==> src/rtl/core_pkg.sv <==
// Shared fetch-path types and constants: word width, NOP encoding, reset PC default
// and the {pc, inst} entry that travels through the response FIFO and into IF/ID.
package core_pkg;
    localparam int XLEN = 32;
    localparam logic [XLEN-1:0] NOP_INST = 32'h0000_0013;
    localparam logic [XLEN-1:0] RESET_PC_DEFAULT = 32'h0000_0000;

    typedef struct packed {
        logic [XLEN-1:0] pc;
        logic [XLEN-1:0] inst;
    } fetch_entry_t;
endpackage

==> src/rtl/fetch_fifo.sv <==
// Synchronous response buffer for the fetch stage: push/pop/flush with an occupancy count.
// DEPTH must be a power of two so the pointers wrap on their own.
module fetch_fifo
    import core_pkg::*;
#(
    parameter int DEPTH = 2,
    localparam int CW = $clog2(DEPTH) + 1
) (
    input  logic         clk,
    input  logic         rst,
    input  logic         flush,
    input  logic         push,
    input  fetch_entry_t push_data,
    input  logic         pop,
    output fetch_entry_t head,
    output logic         empty,
    output logic [CW-1:0] count
);
    localparam int AW = (DEPTH > 1) ? $clog2(DEPTH) : 1;

    fetch_entry_t mem [DEPTH];
    logic [AW-1:0] rd_ptr;
    logic [AW-1:0] wr_ptr;
    logic full;

    assign empty = (count == '0);
    assign full = (count == CW'(DEPTH));
    assign head = mem[rd_ptr];

    always_ff @(posedge clk) begin
        if (rst || flush) begin
            rd_ptr <= '0;
            wr_ptr <= '0;
            count <= '0;
        end else begin
            if (push) begin
                wr_ptr <= wr_ptr + 1'b1;
            end
            if (pop) begin
                rd_ptr <= rd_ptr + 1'b1;
            end
            count <= count + CW'(push) - CW'(pop);
        end
    end

    always_ff @(posedge clk) begin
        if (push && !flush) begin
            mem[wr_ptr] <= push_data;
        end
    end

    // Upstream credit accounting must make this impossible.
    push_on_full: assert property (@(posedge clk) disable iff (rst) !(push && full && !flush));
endmodule

==> src/rtl/fetch_stage.sv <==
// IF stage: PC, credit-limited imem requests, response FIFO and the IF/ID register.
// Define FETCH_MISALIGN_EN to trap misaligned redirect targets instead of aligning them.
module fetch_stage
    import core_pkg::*;
#(
    parameter logic [XLEN-1:0] RESET_PC = RESET_PC_DEFAULT,
    parameter int FIFO_DEPTH = 2
) (
    input  logic            clk,
    input  logic            rst,
    input  logic            pc_pause,
    input  logic            id_pause,
    input  logic            id_bubble,
    input  logic            redirect_valid,
    input  logic [XLEN-1:0] redirect_pc,
    output logic            imem_req_valid,
    input  logic            imem_req_ready,
    output logic [XLEN-1:0] imem_req_addr,
    input  logic            imem_resp_valid,
    input  logic [XLEN-1:0] imem_resp_data,
    output logic            id_valid,
    output logic [XLEN-1:0] id_pc,
    output logic [XLEN-1:0] id_inst,
    output logic            id_fetch_exc
);
    localparam int CW = $clog2(FIFO_DEPTH) + 1;
    localparam logic [CW:0] CREDITS = (CW+1)'(FIFO_DEPTH);

    logic [XLEN-1:0] pc;
    logic [XLEN-1:0] target;
    logic [CW-1:0] inflight;
    logic [CW-1:0] drop_cnt;
    logic [CW-1:0] live_cnt;
    logic [CW-1:0] fifo_count;
    logic [CW:0] credit_used;
    logic exc;
    logic accept;
    logic resp_live;
    logic resp_keep;
    logic id_load;
    logic bypass;
    logic fifo_empty;
    logic fifo_push;
    logic fifo_pop;
    fetch_entry_t resp_entry;
    fetch_entry_t fifo_head;

`ifdef FETCH_MISALIGN_EN
    assign target = redirect_pc;

    always_ff @(posedge clk) begin
        if (rst) begin
            exc <= 1'b0;
        end else if (redirect_valid) begin
            exc <= (redirect_pc[1:0] != 2'b00);
        end
    end
`else
    assign target = redirect_pc & {{(XLEN-2){1'b1}}, 2'b00};
    assign exc = 1'b0;
`endif

    assign credit_used = {1'b0, inflight} + {1'b0, fifo_count};
    assign imem_req_valid = !rst && !pc_pause && !redirect_valid && !exc && (credit_used < CREDITS);
    assign imem_req_addr = pc;
    assign accept = imem_req_valid && imem_req_ready;

    // Responses beyond the tracked in-flight count (e.g. after reset) are stale and ignored.
    assign resp_live = imem_resp_valid && (inflight != '0);
    assign resp_keep = resp_live && (drop_cnt == '0) && !redirect_valid;

    // Live requests are consecutive words ending just below pc, so the oldest one's
    // address is recovered from the live count instead of storing a tag per request.
    assign live_cnt = inflight - drop_cnt;
    assign resp_entry = '{pc: pc - (XLEN'(live_cnt) << 2), inst: imem_resp_data};

    assign id_load = !id_bubble && !id_pause && !exc;
    assign bypass = id_load && fifo_empty && resp_keep;
    assign fifo_push = resp_keep && !bypass;
    assign fifo_pop = id_load && !fifo_empty;

    fetch_fifo #(.DEPTH(FIFO_DEPTH)) u_fifo (
        .clk       (clk),
        .rst       (rst),
        .flush     (redirect_valid),
        .push      (fifo_push),
        .push_data (resp_entry),
        .pop       (fifo_pop),
        .head      (fifo_head),
        .empty     (fifo_empty),
        .count     (fifo_count)
    );

    always_ff @(posedge clk) begin
        if (rst) begin
            pc <= RESET_PC;
            inflight <= '0;
            drop_cnt <= '0;
        end else begin
            if (redirect_valid) begin
                pc <= target;
                drop_cnt <= inflight - CW'(resp_live);
            end else begin
                if (accept) begin
                    pc <= pc + 32'd4;
                end
                if (resp_live && (drop_cnt != '0)) begin
                    drop_cnt <= drop_cnt - 1'b1;
                end
            end
            inflight <= inflight + CW'(accept) - CW'(resp_live);
        end
    end

    always_ff @(posedge clk) begin
        if (rst) begin
            id_valid <= 1'b0;
            id_pc <= '0;
            id_inst <= NOP_INST;
            id_fetch_exc <= 1'b0;
        end else if (id_bubble) begin
            id_valid <= 1'b0;
            id_inst <= NOP_INST;
            id_fetch_exc <= 1'b0;
        end else if (!id_pause) begin
            if (exc) begin
                id_valid <= 1'b1;
                id_pc <= pc;
                id_inst <= NOP_INST;
                id_fetch_exc <= 1'b1;
            end else if (!fifo_empty) begin
                id_valid <= 1'b1;
                id_pc <= fifo_head.pc;
                id_inst <= fifo_head.inst;
                id_fetch_exc <= 1'b0;
            end else if (bypass) begin
                id_valid <= 1'b1;
                id_pc <= resp_entry.pc;
                id_inst <= resp_entry.inst;
                id_fetch_exc <= 1'b0;
            end else begin
                id_valid <= 1'b0;
                id_inst <= NOP_INST;
                id_fetch_exc <= 1'b0;
            end
        end
    end
endmodule
==> config.mk <==
export PLATFORM = sky130hd
export DESIGN_NAME = fetch_stage
export DESIGN_NICKNAME = d
export VERILOG_FILES = /design/src/rtl/core_pkg.sv /design/src/rtl/fetch_fifo.sv /design/src/rtl/fetch_stage.sv
export SDC_FILE = /design/constraint.sdc
export NUM_CORES = 1
export LEC_CHECK = 0
export BUFFER_PORTS_ARGS = -buffer_cell sky130_fd_sc_hd__buf_2
export CORE_ASPECT_RATIO = 0.9
export CORE_UTILIZATION = 45
export CTS_CLUSTER_DIAMETER = 50
export DETAILED_ROUTE_END_ITERATION = 8
export HOLD_SLACK_MARGIN = 0.08
export PLACE_DENSITY = 0.69
export SETUP_SLACK_MARGIN = 0.1
export SYNTH_ARGS = -nofsm -noshare
export SYNTH_HDL_FRONTEND = slang
export SYNTH_SLANG_ARGS = --single-unit
==> constraint.sdc <==
create_clock -name clk -period 4 [get_ports clk]
set_input_delay 0.2 -clock clk [delete_from_list [all_inputs] [get_ports clk]]
set_output_delay 0.2 -clock clk [all_outputs]
set_load 0.05 [all_outputs]
==> results.yml <==
status:
  outcome: "complete, no violations"
run:
  maxCapViolations: 0
placed_design:
  dpl_worst_slack_ns: 0.823
  dp_cells: 1318
  port_buffers: 163
  dpl_cell_area_sq_mm: 0.0113
  globalplace.congestion: 0.848
  hpwl_mm: 16.1
grt:
  grt_pass1_wl_mm: 40.4
  grt_use_total: 0.215
  antenna_found_initial: 0
  grt-ovfl-total: 0
  grt_start_max_net_pins: 67
  grt_pass1_vias: 7507
power_and_ir_drop:
  comb_power_share: 0.178
  vdd_ir_drop_max_uv: 265
  p_int_w: 0.00437
  p_leak_nw: 4.78
  p_sw_w: 0.00175
  power_frac_seq: 0.447
  power-per-cell-area_mw_per_mm2: 481
  netSwitchingFraction: 0.286
  clock_power_share: 0.375
  power_w: 0.00612
timing:
  fin_skew_ns: 0.0224
  slew_headroom: 0.270
  tightest_slew_ns: 1.09
  clock.fmax_mhz: 314
  layout_worst_path_cycle_share: 0.796
  finalSetupTns_ns: 0
  finalHoldViolCount: 0
  setup_ws_ns: 0.815
  slew_violations: 0
  setup_violations: 0
  rsz0062_at_grt: "no"
  fin_crit_ns: 3.18
hold_path:
  hp-class: "in2reg"
setup_path:
  cpMaxStageDelayCell: "nor4b_1"
  worst_ep_arrival_time_ns: 3.64
  crit_path_frequent_cell: "xnor2_1"
  path_class: "reg2reg"
  critPathMaxStageDelay_ns: 0.53
  cp_num_buf_inv: 1
  crit_family: "simple AND/OR/NAND/NOR gates"
  cp_cell_sequence: "inv_1 -> ha_1 -> xnor2_1 -> xnor2_1 -> fa_1 -> nor4b_1 -> nand4_1 -> nor3_1 -> xor2_1 -> a32o_1"
  crit_path_max_fanout: 6
  worstSetupEndpointType: "flip-flop"
  worstSetupStartpointType: "flip-flop"
  critical_path_required_ns: 4.46
final_layout:
  fillers: 1913
  fin_nets: 1195
  multi_input_area_sq_mm: 0.00410
  seq_area_sq_mm: 0.00577
  antenna_cells: 0
  drive_gt1_frac: 0.250
  fin_cells: 1428
  fin_area_sq_mm: 0.0127
  synthToLayoutAreaGrowth_pct: 23.9
synth:
  synthArstFlopShare: 0
  synth_cell_types: 64
  seq_area_frac_synth: 0.561
  ys.warnings.count: 0
  syn_area_sq_mm: 0.0103
  synth_flop_cell: "edfxtp_1"
  synth_top_cells_by_area: "edfxtp_1 (36%), dfxtp_1 (20%), mux2_2 (4.1%)"
  synth_edf_count: 124
  avgSynthCellArea_sq_um: 11.2
  ys_ff_latch: 226
  yosysTopAreaCellShare: 0.362
  yosysTopAreaCell: "edfxtp_1"
  syn-instance-count: 921
drt:
  drc_errors: 0
  finalWirelength_mm: 26.0
  via_count: 7954
  drt_iter0_drc: 573
  drt_first_pass_iters: 7
  ant_nets: 0
  vias_per_cell: 5.57
  avgRoutedWirePerCell_um: 18.2
die:
  row_count: 52
  die-area_sq_mm: 0.0234
  io_pins: 171
  die_height_um: 145
  coreArea_sq_mm: 0.0224
  initial_core_util: 0.458
  die_w_um: 161
clock_network:
  cts_tree: "built"
  clkLatencyLatePin_ns: 0.53
  h-tree-depth: 1
  clock_sinks: 226
  numCtsBuffers: 26
  clockBufferDepth: 3
  path_clk_slew_ns: 0.06
  clockRootBuffer: "clkbuf_16"
-- final timing paths --
kind	cells after the start	start	endpoint	slack [ns]
hold reg to reg	2	id_pc[14]	id_pc[14]	0.45
setup reg to reg	10	inflight[0]	id_pc[28]	0.82
hold / removal	2	rst	id_pc[2]	0.10
setup / recovery	10	inflight[0]	id_pc[28]	0.82
-- logic make-up (layout without fill, tap and decap cells) --
kind of cell	after synthesis	in the layout	share of synthesized area
and+or+nand+nor	298	298	0.155
DFF	226	226	0.561
AOI/OAI and AO/OA	163	163	0.112
buffers and inverters	104	310	0.0426
muxes	70	70	0.0727
xor gates and xnor gates	47	47	0.0401
adders and majority gates	12	12	0.0161
other	1	5	0.000365
-- registers in the layout, summed over array words and instances (netlist names), named ones only --
register and count:
id_valid 1, inflight 2, id_inst 32, u_fifo.count 2
u_fifo.wr_ptr 1, u_fifo.mem 124, u_fifo.rd_ptr 1, id_pc 30
drop_cnt 2, imem_req_addr 30
-- layout by cell type (no fill, tap or decap), types with 9 or more instances in the layout --
| cell | instances |
|---|---|
| nand2_1 | 69 |
| buf_2 | 163 |
| nor2b_1 | 36 |
| o221a_2 | 9 |
| edfxtp_1 | 124 |
| o21ai_0 | 9 |
| nor2_1 | 43 |
| dfxtp_1 | 101 |
| mux2_2 | 37 |
| dlygate4sd3_1 | 62 |
| nand3_1 | 19 |
| ha_1 | 10 |
| a21oi_1 | 54 |
| nor3_1 | 45 |
| xnor2_1 | 32 |
| nor4_1 | 13 |
| mux2i_1 | 33 |
| a221oi_1 | 29 |
| inv_1 | 24 |
| xor2_1 | 15 |
| clkbuf_16 | 27 |
| nand4_1 | 17 |
| o211ai_1 | 15 |
| buf_4 | 11 |
-- layer usage --
metal | track usage | vias up | share of wire
li1 | - | 3795 | -
met1 | 0.304 | 3807 | 0.46
met2 | 0.354 | 324 | 0.46
met3 | 0.0308 | 28 | 0.066
met4 | 0.0415 | 0 | 0.014
met5 | 0 | - | 0
-- area by class of cell --
cell class                 count  area share
sequential                   226       0.453
timing repair buffer         238       0.122
clock buffer                  33      0.0564
tap                          297      0.0292
clock inverter                15     0.00953
multi-input combinational    595       0.322
inverter                      24     0.00708
-- cell usage after synthesis (9+ instances only) --
cell / number
nand3_1: 19
nand4_1: 17
ha_1: 10
edfxtp_1: 124
dfxtp_1: 102
nor4_1: 13
inv_1: 24
nand2_1: 69
o221a_2: 9
clkbuf_1: 53
mux2i_1: 33
nor2_1: 44
o21ai_0: 9
buf_2: 14
a21oi_1: 54
a221oi_1: 29
xor2_1: 15
nor2b_1: 37
xnor2_1: 32
mux2_2: 37
nor3_1: 45
o211ai_1: 15
-- timing repair --
action,in CTS,in global routing
setup buffers,0,0
gates resized for setup,0,0
hold endpoints to repair,124,0
hold buffers,62,0
-- power by group through the flow --
stage	logic, W	registers (W)	clock network (W)
5_1_grt	0.00118	0.00275	0.00243
3_3_place_gp	0.00102	0.00278	0
4_1_cts	0.00109	0.00273	0.00234
2_1_floorplan	0.000643	0.00289	0
6_report	0.00109	0.00274	0.00230
3_5_place_dp	0.00103	0.00278	0
-- stage by stage --
| step | util | hold WS [ns] |
|---|---|---|
| floorplan | - | 0.299 |
| global placement | 0.502 | 0.404 |
| detailed placement | 0.502 | 0.409 |
| CTS | 0.567 | 0.0852 |
| global route | 0.567 | 0.114 |
| finish | 0.567 | 0.103 |
(Power assumes the default switching activity.)
